==> src/rtl/ibex_cmp_pkg.sv <==
// ibex_cmp_pkg
// Shared definitions for the comparator arbiter slice:
//   - comparator opcodes (CMP_*)
//   - cmp_req_t : one request payload {operator, a, b}
//   - cmp_rsp_t : one response entry  {id, cmp, eq}
//   - blk_state_e : response-register occupancy (EMPTY / FULL)
package ibex_cmp_pkg;

  localparam logic [6:0] CMP_LT  = 7'h19;
  localparam logic [6:0] CMP_LTU = 7'h1A;
  localparam logic [6:0] CMP_GE  = 7'h1B;
  localparam logic [6:0] CMP_EQ  = 7'h1D;
  localparam logic [6:0] CMP_NE  = 7'h1E;

  typedef struct packed {
    logic [6:0]  operator;
    logic [31:0] a;
    logic [31:0] b;
  } cmp_req_t;

  typedef struct packed {
    logic id;
    logic cmp;
    logic eq;
  } cmp_rsp_t;

  typedef enum logic {
    BLK_EMPTY = 1'b0,
    BLK_FULL  = 1'b1
  } blk_state_e;

endpackage

==> src/rtl/IbexComparator.sv <==
// IbexComparator
// Purely combinational comparator. Uses the externally formed difference
// a + ~b + 1 for the ordered comparisons.
// Ports:
//   operator     in  7   opcode (CMP_LT/LTU/GE/EQ/NE); unknown codes -> equality
//   a, b         in  32  operands
//   adder_result in  32  a - b, wrapped to 32 bits
//   cmp          out 1   comparison result for the opcode
//   eq           out 1   a == b
module IbexComparator
  import ibex_cmp_pkg::*;
(
  input  logic [6:0]  operator,
  input  logic [31:0] a,
  input  logic [31:0] b,
  input  logic [31:0] adder_result,
  output logic        cmp,
  output logic        eq
);

  logic lt_signed_s;
  logic lt_unsigned_s;

  // Compare decode: with differing operand signs the difference sign is
  // meaningless, so the ordering follows directly from the operand MSBs.
  always_comb begin
    eq            = (a == b);
    lt_signed_s   = (a[31] != b[31]) ? a[31] : adder_result[31];
    lt_unsigned_s = (a[31] != b[31]) ? b[31] : adder_result[31];
    case (operator)
      CMP_LT:  cmp = lt_signed_s;
      CMP_LTU: cmp = lt_unsigned_s;
      CMP_GE:  cmp = !lt_signed_s;
      CMP_EQ:  cmp = eq;
      CMP_NE:  cmp = !eq;
      default: cmp = eq;
    endcase
  end

endmodule

==> src/rtl/ibex_cmp_arbiter.sv <==
// ibex_cmp_arbiter
// Two requesters (port 0: branch resolution, port 1: slt/compare) share one
// comparator. A round-robin arbiter picks one request per cycle; the result
// is returned through a single registered, ID-tagged response slot.
// Ports:
//   clk_i, rst_ni                      clock, async active-low reset
//   io_reqX_valid_i / io_reqX_ready_o  request handshake, port X
//   io_reqX_operator_i / _a_i / _b_i   request payload, port X
//   io_rsp_valid_o / io_rsp_ready_i    response handshake
//   io_rsp_id_o, io_rsp_cmp_o, io_rsp_eq_o  registered response fields
//   io_cnt0_o / io_cnt1_o              saturating per-port grant counters
module ibex_cmp_arbiter
  import ibex_cmp_pkg::*;
#(
  parameter int unsigned CNT_W = 16
) (
  input  logic             clk_i,
  input  logic             rst_ni,
  input  logic             io_req0_valid_i,
  output logic             io_req0_ready_o,
  input  logic [6:0]       io_req0_operator_i,
  input  logic [31:0]      io_req0_a_i,
  input  logic [31:0]      io_req0_b_i,
  input  logic             io_req1_valid_i,
  output logic             io_req1_ready_o,
  input  logic [6:0]       io_req1_operator_i,
  input  logic [31:0]      io_req1_a_i,
  input  logic [31:0]      io_req1_b_i,
  output logic             io_rsp_valid_o,
  input  logic             io_rsp_ready_i,
  output logic             io_rsp_id_o,
  output logic             io_rsp_cmp_o,
  output logic             io_rsp_eq_o,
  output logic [CNT_W-1:0] io_cnt0_o,
  output logic [CNT_W-1:0] io_cnt1_o
);

  localparam logic [CNT_W-1:0] CNT_MAX = {CNT_W{1'b1}};
  localparam logic [CNT_W-1:0] CNT_ONE = {{(CNT_W-1){1'b0}}, 1'b1};

  cmp_req_t         req0_s;
  cmp_req_t         req1_s;
  cmp_req_t         sel_req_s;
  cmp_rsp_t         rsp_r;
  cmp_rsp_t         rsp_next_s;
  blk_state_e       state_r;
  blk_state_e       state_next_s;
  logic             last_grant_r;
  logic             winner_s;
  logic             have_winner_s;
  logic             can_accept_s;
  logic             accept_s;
  logic [31:0]      adder_result_s;
  logic             cmp_s;
  logic             eq_s;
  logic [CNT_W-1:0] cnt0_r;
  logic [CNT_W-1:0] cnt1_r;

  assign req0_s = '{operator: io_req0_operator_i, a: io_req0_a_i, b: io_req0_b_i};
  assign req1_s = '{operator: io_req1_operator_i, a: io_req1_a_i, b: io_req1_b_i};

  // Round-robin pick: a lone requester wins; on a tie the port that was not
  // granted last time wins.
  always_comb begin
    have_winner_s = 1'b0;
    winner_s      = 1'b0;
    if (io_req0_valid_i && io_req1_valid_i) begin
      have_winner_s = 1'b1;
      winner_s      = !last_grant_r;
    end else if (io_req0_valid_i) begin
      have_winner_s = 1'b1;
      winner_s      = 1'b0;
    end else if (io_req1_valid_i) begin
      have_winner_s = 1'b1;
      winner_s      = 1'b1;
    end else begin
      have_winner_s = 1'b0;
      winner_s      = 1'b0;
    end
  end

  // Operand mux and shared subtractor (wraps at 32 bits, carry dropped).
  always_comb begin
    sel_req_s = req0_s;
    if (winner_s) begin
      sel_req_s = req1_s;
    end else begin
      sel_req_s = req0_s;
    end
    adder_result_s = sel_req_s.a + ~sel_req_s.b + 32'd1;
  end

  IbexComparator u_comparator (
    .operator     (sel_req_s.operator),
    .a            (sel_req_s.a),
    .b            (sel_req_s.b),
    .adder_result (adder_result_s),
    .cmp          (cmp_s),
    .eq           (eq_s)
  );

  // The slot can take a new entry when empty or when it drains this cycle.
  assign can_accept_s    = (state_r == BLK_EMPTY) || io_rsp_ready_i;
  assign accept_s        = can_accept_s && have_winner_s;
  assign io_req0_ready_o = can_accept_s && have_winner_s && !winner_s;
  assign io_req1_ready_o = can_accept_s && have_winner_s && winner_s;
  assign rsp_next_s      = '{id: winner_s, cmp: cmp_s, eq: eq_s};

  // Response-slot occupancy next state.
  always_comb begin
    state_next_s = state_r;
    case (state_r)
      BLK_EMPTY: begin
        if (accept_s) begin
          state_next_s = BLK_FULL;
        end else begin
          state_next_s = BLK_EMPTY;
        end
      end
      BLK_FULL: begin
        if (accept_s) begin
          state_next_s = BLK_FULL;
        end else if (io_rsp_ready_i) begin
          state_next_s = BLK_EMPTY;
        end else begin
          state_next_s = BLK_FULL;
        end
      end
      default: state_next_s = BLK_EMPTY;
    endcase
  end

  // Occupancy register.
  always_ff @(posedge clk_i or negedge rst_ni) begin
    if (!rst_ni) begin
      state_r <= BLK_EMPTY;
    end else begin
      state_r <= state_next_s;
    end
  end

  // Response payload, arbiter history and saturating grant counters.
  always_ff @(posedge clk_i or negedge rst_ni) begin
    if (!rst_ni) begin
      rsp_r        <= '0;
      last_grant_r <= 1'b1;
      cnt0_r       <= '0;
      cnt1_r       <= '0;
    end else if (accept_s) begin
      rsp_r        <= rsp_next_s;
      last_grant_r <= winner_s;
      if (!winner_s && (cnt0_r != CNT_MAX)) begin
        cnt0_r <= cnt0_r + CNT_ONE;
      end
      if (winner_s && (cnt1_r != CNT_MAX)) begin
        cnt1_r <= cnt1_r + CNT_ONE;
      end
    end
  end

  assign io_rsp_valid_o = (state_r == BLK_FULL);
  assign io_rsp_id_o    = rsp_r.id;
  assign io_rsp_cmp_o   = rsp_r.cmp;
  assign io_rsp_eq_o    = rsp_r.eq;
  assign io_cnt0_o      = cnt0_r;
  assign io_cnt1_o      = cnt1_r;

endmodule

==> config.mk <==
export PLATFORM = sky130hd
export DESIGN_NAME = ibex_cmp_arbiter
export DESIGN_NICKNAME = d
export VERILOG_FILES = /design/src/rtl/ibex_cmp_pkg.sv /design/src/rtl/IbexComparator.sv /design/src/rtl/ibex_cmp_arbiter.sv
export SDC_FILE = /design/constraint.sdc
export NUM_CORES = 1
export LEC_CHECK = 0
export BUFFER_PORTS_ARGS = -buffer_cell sky130_fd_sc_hd__buf_2
export CELL_PAD_IN_SITES_DETAIL_PLACEMENT = 0
export CELL_PAD_IN_SITES_GLOBAL_PLACEMENT = 1
export CORE_MARGIN = 10
export CORE_UTILIZATION = 35
export CTS_CLUSTER_SIZE = 14
export DETAILED_ROUTE_END_ITERATION = 8
export HOLD_SLACK_MARGIN = 0.1
export MAX_ROUTING_LAYER = met4
export PLACE_DENSITY_LB_ADDON = 0.1
export SETUP_SLACK_MARGIN = 0.1
export SLEW_MARGIN = 20
export SYNTH_ARGS = -nofsm -noshare
export SYNTH_HDL_FRONTEND = slang
export SYNTH_SLANG_ARGS = --single-unit
==> constraint.sdc <==
create_clock -name clk_i -period 7.5 [get_ports clk_i]
set_input_delay 0 -clock clk_i [delete_from_list [all_inputs] [get_ports clk_i]]
set_output_delay 0 -clock clk_i [all_outputs]
set_load 0.005 [all_outputs]
**Word level (Yosys, flattened, before mapping)**

Index checks and enable logic that the tools add are counted.
W data, S select, Z words.

- Input port bits: 147
- Register bits after elaboration: 37
- Output and inout port bits: 38
- Word-level logic and storage cells: 47

- Bitwise operators: 2
- Add/subtract/negate cells: 4
- Reductions and logical operators: 13
- Muxes and demuxes: 13
- Equality and inequality tests: 8

Operator list:

| cell | count |
|---|---|
| $mux W71 | 1 |
| $add A16 B1 Y16 const B | 2 |
| $add A32 B1 Y32 const B | 1 |
| $add A32 B32 Y32 | 1 |
| $eq A32 B32 Y1 | 1 |
| $ne A16 B16 Y1 const B | 2 |
| $not A32 Y32 | 1 |
| $eq A7 B5 Y1 const B | 4 |
| $mux W1 | 10 |
| $logic_and A1 B1 Y1 | 6 |
| $logic_not A1 Y1 | 4 |
| $pmux W1 S4 | 1 |
| $reduce_and A2 Y1 | 2 |
| $pmux W1 S2 | 1 |
| $logic_or A1 B1 Y1 | 1 |
| $ne A1 B1 Y1 | 1 |
| $not A1 Y1 | 1 |

**Depth between registers and ports, before layout**

Gate-level depths: netlist (run 1).

- Depth after elaboration: 10
- Depth in mapped cells: 17
- Depth with buffers taken out: 14

**Hierarchy**

Synthesis (run 1) repeated with hierarchy kept, for this count alone.

- Cell total of the unflattened synthesis: 834
- Area total of the unflattened synthesis: 5,901.9 µm²

By module, submodules not included:

| module | area each (µm²) | cells each | times used | sequential area each (µm²) |
|---|---|---|---|---|
| ibex_cmp_arbiter | 5,413.9 | 773 | 1 | 927.1 |
| IbexComparator | 488.0 | 61 | 1 | 0.0 |

**Worst setup path after synthesis (run 1)**

OpenSTA, ideal clock, no wires.

- Kind: register to register
- Start point: register last_grant_r
- End point: register rsp_r, in the netlist io_rsp_cmp_o
- Path buffers: 3
- Stages on the path, launching flop included: 18
- Path slack: 3,723 ps
- Period minus slack after synthesis: 3,777 ps
- Setup time: 83 ps
- Data arrival time: 3,695 ps
- Data required time: 7,417 ps
- Path through: dfstp_2 -> a21boi_2 -> buf_6 -> buf_2 -> buf_2 -> mux2i_1 -> ha_1 -> a21oi_1 -> o21ai_0 -> a221o_1 -> a2111oi_0 -> o21ai_0 -> fa_1 -> nor2b_1 -> nor3b_1 -> o211ai_1 -> o2bb2ai_1 -> o21ai_0

- Word-level cells in the longest chain between the ends: 9
- Elaborated cells between the ends (all ways): 17
- Classes of those cells: add/sub: 2; eq/ne: 6; mux: 5; bitwise: 1; reduce/logical: 3

RTL lines:

| element | RTL line | RTL |
|---|---|---|
| start, declared | ibex_cmp_arbiter.sv:48 | `logic last_grant_r;` |
| start signal, assigned | ibex_cmp_arbiter.sv:151 | `last_grant_r <= winner_s;` |
| $logic_not A1 Y1 (*) | ibex_cmp_arbiter.sv:69 | `winner_s = !last_grant_r;` |
| $mux W1 (*) | ibex_cmp_arbiter.sv:67 | `if (io_req0_valid_i && io_req1_valid_i) begin` |
| $mux W71 (*) | ibex_cmp_arbiter.sv:85 | `if (winner_s) begin` |
| $not A32 Y32 | ibex_cmp_arbiter.sv:90 | `adder_result_s = sel_req_s.a + ~sel_req_s.b + 32'd1;` |
| $add A32 B32 Y32 | ibex_cmp_arbiter.sv:90 |  |
| $add A32 B1 Y32 | ibex_cmp_arbiter.sv:90 |  |
| $mux W1 | IbexComparator.sv:28 | `lt_signed_s = (a[31] != b[31]) ? a[31] : adder_result[31];` |
| $logic_not A1 Y1 | IbexComparator.sv:33 | `CMP_GE: cmp = !lt_signed_s;` |
| $pmux W1 S4 (*) | IbexComparator.sv:30 | `case (operator)` |
| end signal, assigned | ibex_cmp_arbiter.sv:150 | `rsp_r <= rsp_next_s;` |
| end, declared | ibex_cmp_arbiter.sv:44 | `cmp_rsp_t rsp_r;` |

Mark *: on every way between the ends. The rest lies on a longest branch, timed or not.
A chain may end at the register's enable or synchronous reset.

**Worst setup path after layout (run 1)**

- Start point: input io_req1_valid_i
- End point: register rsp_r, in the netlist io_rsp_cmp_o

- Word-level cells in the longest chain between the ends: 10
- Elaborated cells between the ends (all ways): 22
- Classes of those cells: add/sub: 2; eq/ne: 6; mux: 9; bitwise: 1; reduce/logical: 4

RTL lines:

| element | RTL line | RTL |
|---|---|---|
| start, declared | ibex_cmp_arbiter.sv:24 | `input logic io_req1_valid_i,` |
| $mux W1 | ibex_cmp_arbiter.sv:73 | `end else if (io_req1_valid_i) begin` |
| $mux W1 | ibex_cmp_arbiter.sv:70 | `end else if (io_req0_valid_i) begin` |
| $mux W1 | ibex_cmp_arbiter.sv:67 |  |
| $mux W71 | ibex_cmp_arbiter.sv:85 |  |
| $not A32 Y32 | ibex_cmp_arbiter.sv:90 |  |
| $add A32 B32 Y32 | ibex_cmp_arbiter.sv:90 |  |
| $add A32 B1 Y32 | ibex_cmp_arbiter.sv:90 |  |
| $mux W1 | IbexComparator.sv:28 |  |
| $logic_not A1 Y1 | IbexComparator.sv:33 |  |
| $pmux W1 S4 | IbexComparator.sv:30 |  |

Parallel ways exist; a longest one is shown, timed or not.

==> results_dict.tcl, run 1 <==
set metrics [dict create \
    synth_top_area_share_pct 26.93 \
    slew_viol_final 0 \
    rsz0062_at_grt "false" \
    max_slew_margin_pct 39.14 \
    drtPass1Iterations 4 \
    worstReg2RegEnd "io_rsp_cmp_o" \
    timing_worst_setup_path_type "input port to flop" \
    syn_area_mm2 0.003346 \
    crit_required_ns 7.70 \
    synth_largest_area_cell "dfrtp_1" \
    synth_fp_nets 516 \
    wl_mm 10.54 \
    yosysMostFrequentCell "dfrtp_1" \
    dpl.hpwl_mm 9.078 \
    die_area_mm2 0.01387 \
    start_util_pct 36.04 \
    setup_ws_ns 2.656 \
    ys_seq_area_share_pct 27.71 \
    async_flop_share_pct 100.0 \
    cts_setup_buffers 0 \
    finalCriticalPeriod_ns 4.844 \
    vias 3173 \
    gp_congestion 0.7489 \
    cts.root.buffer_cell "clkbuf_8" \
    status "complete, no violations" \
    nets 704 \
    clk_pin_slew_ns 0.07 \
    ant_nets 0 \
    tritoncts "yes" \
    hold_path.class "input port to flop" \
    grt_max_degree 38 \
    ys_types 50 \
    synth_commonest_cells "dfrtp_1, mux2_2, mux2i_1" \
    r2r_start "last_grant_r" \
    track_usage_pct 15.12 \
    dieWidth_um 117.8 \
    worstMarginPinSlew_ns 0.9106 \
    vias_per_cell 4.867 \
    r2r_slack_ns 2.68 \
    grt_pass1_wl_mm 17.37 \
    hold_viol 0 \
    worstSkewPairLatency_ns 0.28 \
    cts_sinks 37 \
    synth_warnings 0 \
    worst_hold_slack_ns 0.1127 \
    r2r_cells 14 \
    max_freq_ghz 0.2064 \
    ys_ff_latch 37 \
    synthTopCellsByArea "dfrtp_1, ha_1, mux2_2, mux2i_1, xnor2_1" \
    post-route-drc-count 0 \
    antenna_found_initial 1 \
    place_ws_ns 2.542 \
    final_util_pct 48.79 \
    first_iter_violations 70 \
    p_leak_uw 0.002328 \
    clk_path_buf_depth 2 \
    setup_tns_ns 0 \
    crit_path_max_fanout 26 \
    synth_area_per_cell_um2 10.02 \
    ir_worst_vdd_mv 0.1324 \
    p_per_area_mw_per_mm2 153.1 \
    die_height_um 117.8 \
    clock_skew_ns 0.004678 \
    period_share_pct 64.59 \
    rows 35 \
    grt_pass1_vias 3424 \
    wire_per_inst_um 16.16 \
    io-pin-count 185 \
    h-tree-depth 2 \
    coreArea_mm2 0.009284 \
    endpoint_kind "flop" \
    cts_made_buffers 5 \
    start_kind "input port" \
    syn2layout_area_growth_pct 35.38 \
    netlist_instances 334 \
    cp-startpoint "io_req1_valid_i" \
    cp.arrival_ns 5.05 \
    hold_start "io_req0_operator_i[2]" \
    synth_edf_count 0 \
    setup_viol_count_final 0 \
    drive_above_1_share_pct 45.79 \
    overflow 0 \
    portBuffers 184 \
    synth_flop_cell "dfrtp_1" \
    cap_violations 0 \
    endpoint "io_rsp_cmp_o" \
]
## critical path, stage by stage
cell and delay (ns):
dlygate4sd3_1 0.53, buf_2 0.13, a21boi_4 0.73, buf_4 0.45, mux2_2 0.38, ha_1 0.32, and4_1 0.19, a221o_1 0.32
a2111oi_0 0.48, o21ai_0 0.29, fa_1 0.44, nor2b_1 0.14, nor3b_1 0.19, o211ai_1 0.13, o2bb2ai_1 0.15, o21ai_0 0.15
## worst min-delay path by stage
stage | to | cells after the start
floorplan | io_cnt0_o[0] | 0
global placement | io_cnt1_o[7] | 1
detailed placement | io_cnt1_o[12] | 1
CTS | io_rsp_cmp_o | 4
global route | io_rsp_cmp_o | 4
finish | io_rsp_cmp_o | 4
## registers in the layout, indices dropped and copies added, names as in the netlist
name / count
io_cnt1_o: 16
io_rsp_cmp_o: 1
io_cnt0_o: 16
io_rsp_id_o: 1
last_grant_r: 1
io_rsp_eq_o: 1
io_rsp_valid_o: 1
## stage by stage
stage               power, uW  cell area [um^2]  instances
floorplan               443.1              3346        334
global placement        557.4              4400        640
detailed placement      560.0              4400        640
CTS                     704.8              4527        651
global route            753.9              4529        652
finish                  693.4              4529        652
## power by group
part           internal (uW)  switching [uW]
Clock                   72.9            66.1
Combinational            149             127
Sequential               234            45.3
## logic make-up (layout without fill, tap and decap cells)
kind of cell / count (synthesis) / after routing / synth area share, %
buf+inv: 18 / 206 / 2.505
simple gates: 97 / 97 / 16.46
mux: 71 / 71 / 22.70
flops: 37 / 37 / 27.71
xor+xnor: 30 / 30 / 7.853
other cells: 0 / 1 / 0
compound gates: 46 / 46 / 9.238
fa+ha+maj: 35 / 35 / 13.54
## what timing repair did
item / 4_1_cts / 5_1_grt
endpoints found under the hold margin: 37 / 0
resized for setup: 0 / 0
hold buffers: 4 / 0
## final cells by class
cell class | count | area (um^2)
Antenna cell | 1 | 2.502
Multi-Input combinational cell | 279 | 2342
Sequential cell | 37 | 927.1
Timing Repair Buffer | 190 | 975.9
Tap cell | 129 | 161.4
Fill cell | 926 | 4755
Inverter | 9 | 33.78
Clock buffer | 7 | 86.33
## layer usage
metal / track usage (%) / share of wire [%] / vias up
met5: - / 0 / -
met4: 2.782 / 0.52 / 0
met3: 2.830 / 5.1 / 4
met2: 25.77 / 50 / 113
met1: 18.27 / 45 / 1444
li1: - / - / 1612
## placed cells by master, fill, tap and decap left out, types with 4 or more instances in the layout
cell           netlist  layout
a21oi_1             19      19
and3_1               8       8
and4_1               5       5
buf_2                7     184
clkbuf_8             0       6
dfrtp_1             36      36
dlygate4sd3_1        0       4
ha_1                33      33
inv_1                9       9
mux2_2              35      35
mux2i_1             35      35
nand2_1             21      21
nand2b_1             4       4
nand3_1             19      19
nand4_1             12      12
nor2_1              13      13
o211ai_1             4       4
o21ai_0              6       6
xnor2_1             20      20
xor2_1              10      10
Note: power is estimated with default switching activity, not from simulation.
==> run 2, diff against run 1 <==
- CORE_UTILIZATION: 35 -> 30
- clock period: 7.5 -> 4.37 ns (I/O delays scaled with it)
==> results_dict.tcl, run 2 (synthesis results as in run 1) <==
set metrics [dict create \
    max_slew_margin_pct 45.88 \
    dieWidth_um 125.6 \
    h-tree-depth 2 \
    critPathMaxStageDelay_ns 0.54 \
    vias_per_cell 4.749 \
    tritoncts "yes" \
    hold_path.class "input port to flop" \
    start_util_pct 30.73 \
    portBuffers 184 \
    layout_common_cells "buf_2, dfrtp_1, mux2_2, mux2i_1, ha_1" \
    cts.root.buffer_cell "clkbuf_8" \
    grt_pass1_vias 3476 \
    rows 38 \
    nets 708 \
    max_freq_ghz 0.2501 \
    vias 3177 \
    cp_slowest_cell "dlygate4sd3_1" \
    worstSkewPairLatency_ns 0.29 \
    die_area_mm2 0.01578 \
    ir_worst_vdd_mv 0.2034 \
    grt_pass1_wl_mm 17.78 \
    cp.arrival_ns 4.20 \
    fillers 1107 \
    p_leak_uw 0.002357 \
    setup_tns_ns 0 \
    cts_made_buffers 5 \
    drive_above_1_share_pct 46.30 \
    io-pin-count 185 \
    period_share_pct 91.50 \
    hold_viol 0 \
    ant_nets 0 \
    wl_mm 11.01 \
    post-route-drc-count 0 \
    worstMarginPinSlew_ns 0.8118 \
    timing_worst_setup_path_type "input port to flop" \
    worstPathCellList "dlygate4sd3_1 > buf_2 > a21boi_4 > buf_12 > buf_12 > mux2_2 > ha_1 > a21o_1 > a21oi_1 > nor2b_1 > a2111oi_1 > o21ai_1 > fa_1 > nor2b_1 > nor3b_1 > o211ai_1 > o2bb2ai_1 > o21ai_0" \
    worst_hold_slack_ns 0.1081 \
    grt_max_degree 48 \
    clk_pin_slew_ns 0.07 \
    crit_path_max_fanout 47 \
    cts_sinks 37 \
    p_per_area_mw_per_mm2 261.6 \
    cap_violations 0 \
    die_height_um 125.6 \
    antenna_found_initial 2 \
    start_kind "input port" \
    layout_commonest_cell "buf_2" \
    drtPass1Iterations 4 \
    coreArea_mm2 0.01089 \
    dpl.hpwl_mm 9.314 \
    slew_viol_final 0 \
    track_usage_pct 13.74 \
    gp_congestion 0.9180 \
    crit_required_ns 4.57 \
    syn2layout_area_growth_pct 37.43 \
    wire_per_inst_um 16.46 \
    first_iter_violations 61 \
    clock_skew_ns 0.005614 \
    rsz0062_at_grt "false" \
    clk_path_buf_depth 2 \
    setup_viol_count_final 0 \
    status "complete, no violations" \
    overflow 0 \
    endpoint_kind "flop" \
    finalCriticalPeriod_ns 3.998 \
]
## run 2: final timing paths
kind                                            start           end  slack [ns]  cells after the start
worst min register to register            io_rsp_id_o   io_rsp_id_o        0.48                      2
min in group asynchronous                      rst_ni  io_cnt0_o[6]        0.33                      2
worst max register to register           last_grant_r  io_rsp_cmp_o        0.41                     15
worst max-delay path                  io_req1_valid_i  io_rsp_cmp_o        0.37                     18
max in group asynchronous                      rst_ni  io_rsp_cmp_o        3.52                      2
worst min-delay path            io_req0_operator_i[2]  io_rsp_cmp_o        0.11                      4
## run 2: area by class of cell
cell class | count | area, um^2 | area share [%]
clock buffer | 6 | 72.57 | 1.578
antenna | 2 | 5.005 | 0.1088
sequential | 37 | 927.1 | 20.16
timing repair buffer | 194 | 1031 | 22.42
tap | 140 | 175.2 | 3.810
inverter | 9 | 33.78 | 0.7347
multi-input combinational | 279 | 2344 | 50.97
clock inverter | 2 | 10.01 | 0.2177
## run 2: what timing repair did
item | 4_1_cts | 5_1_grt
setup endpoints to repair | 1 | 1
buffers inserted | 2 | 0
resized for setup | 0 | 2
hold endpoints to repair | 37 | 0
pin swaps | 1 | 0
hold buffers | 4 | 0
## run 2: worst max-delay path: cells and delay by family
family / cells / cell delay [ns]
compound gates: 8 / 1.57
mux: 1 / 0.38
fa+ha+maj: 2 / 0.72
buf+inv: 4 / 1.09
simple gates: 3 / 0.38
## run 2: where the power goes
| group | switching (uW) | total [uW] | internal (uW) |
|---|---|---|---|
| Combinational | 226 | 490 | 264 |
| Clock | 124 | 235 | 111 |
| Sequential | 76.9 | 478 | 401 |
## run 2: stage by stage
step           cells  instance area, um^2  setup slack, ns  total power [uW]  utilization [%]
6_report         669                 4598           0.3717              1203            42.23
5_1_grt          669                 4598           0.1091              1318            42.23
4_1_cts          667                 4592           0.1816              1224            42.17
3_5_place_dp     653                 4442          0.03468             974.4            40.80
3_3_place_gp     653                 4442           0.1392             967.7            40.80
2_1_floorplan    334                 3346           0.5929             760.5                -
## run 2: layer usage
metal  wire length (um)  up-vias  global-route usage [%]
met5                  0        -                       -
met4                 40        0                   3.388
met3                778        4                   3.042
met2               5295      113                   22.47
met1               4899     1436                   16.77
li1                   -     1624                       -
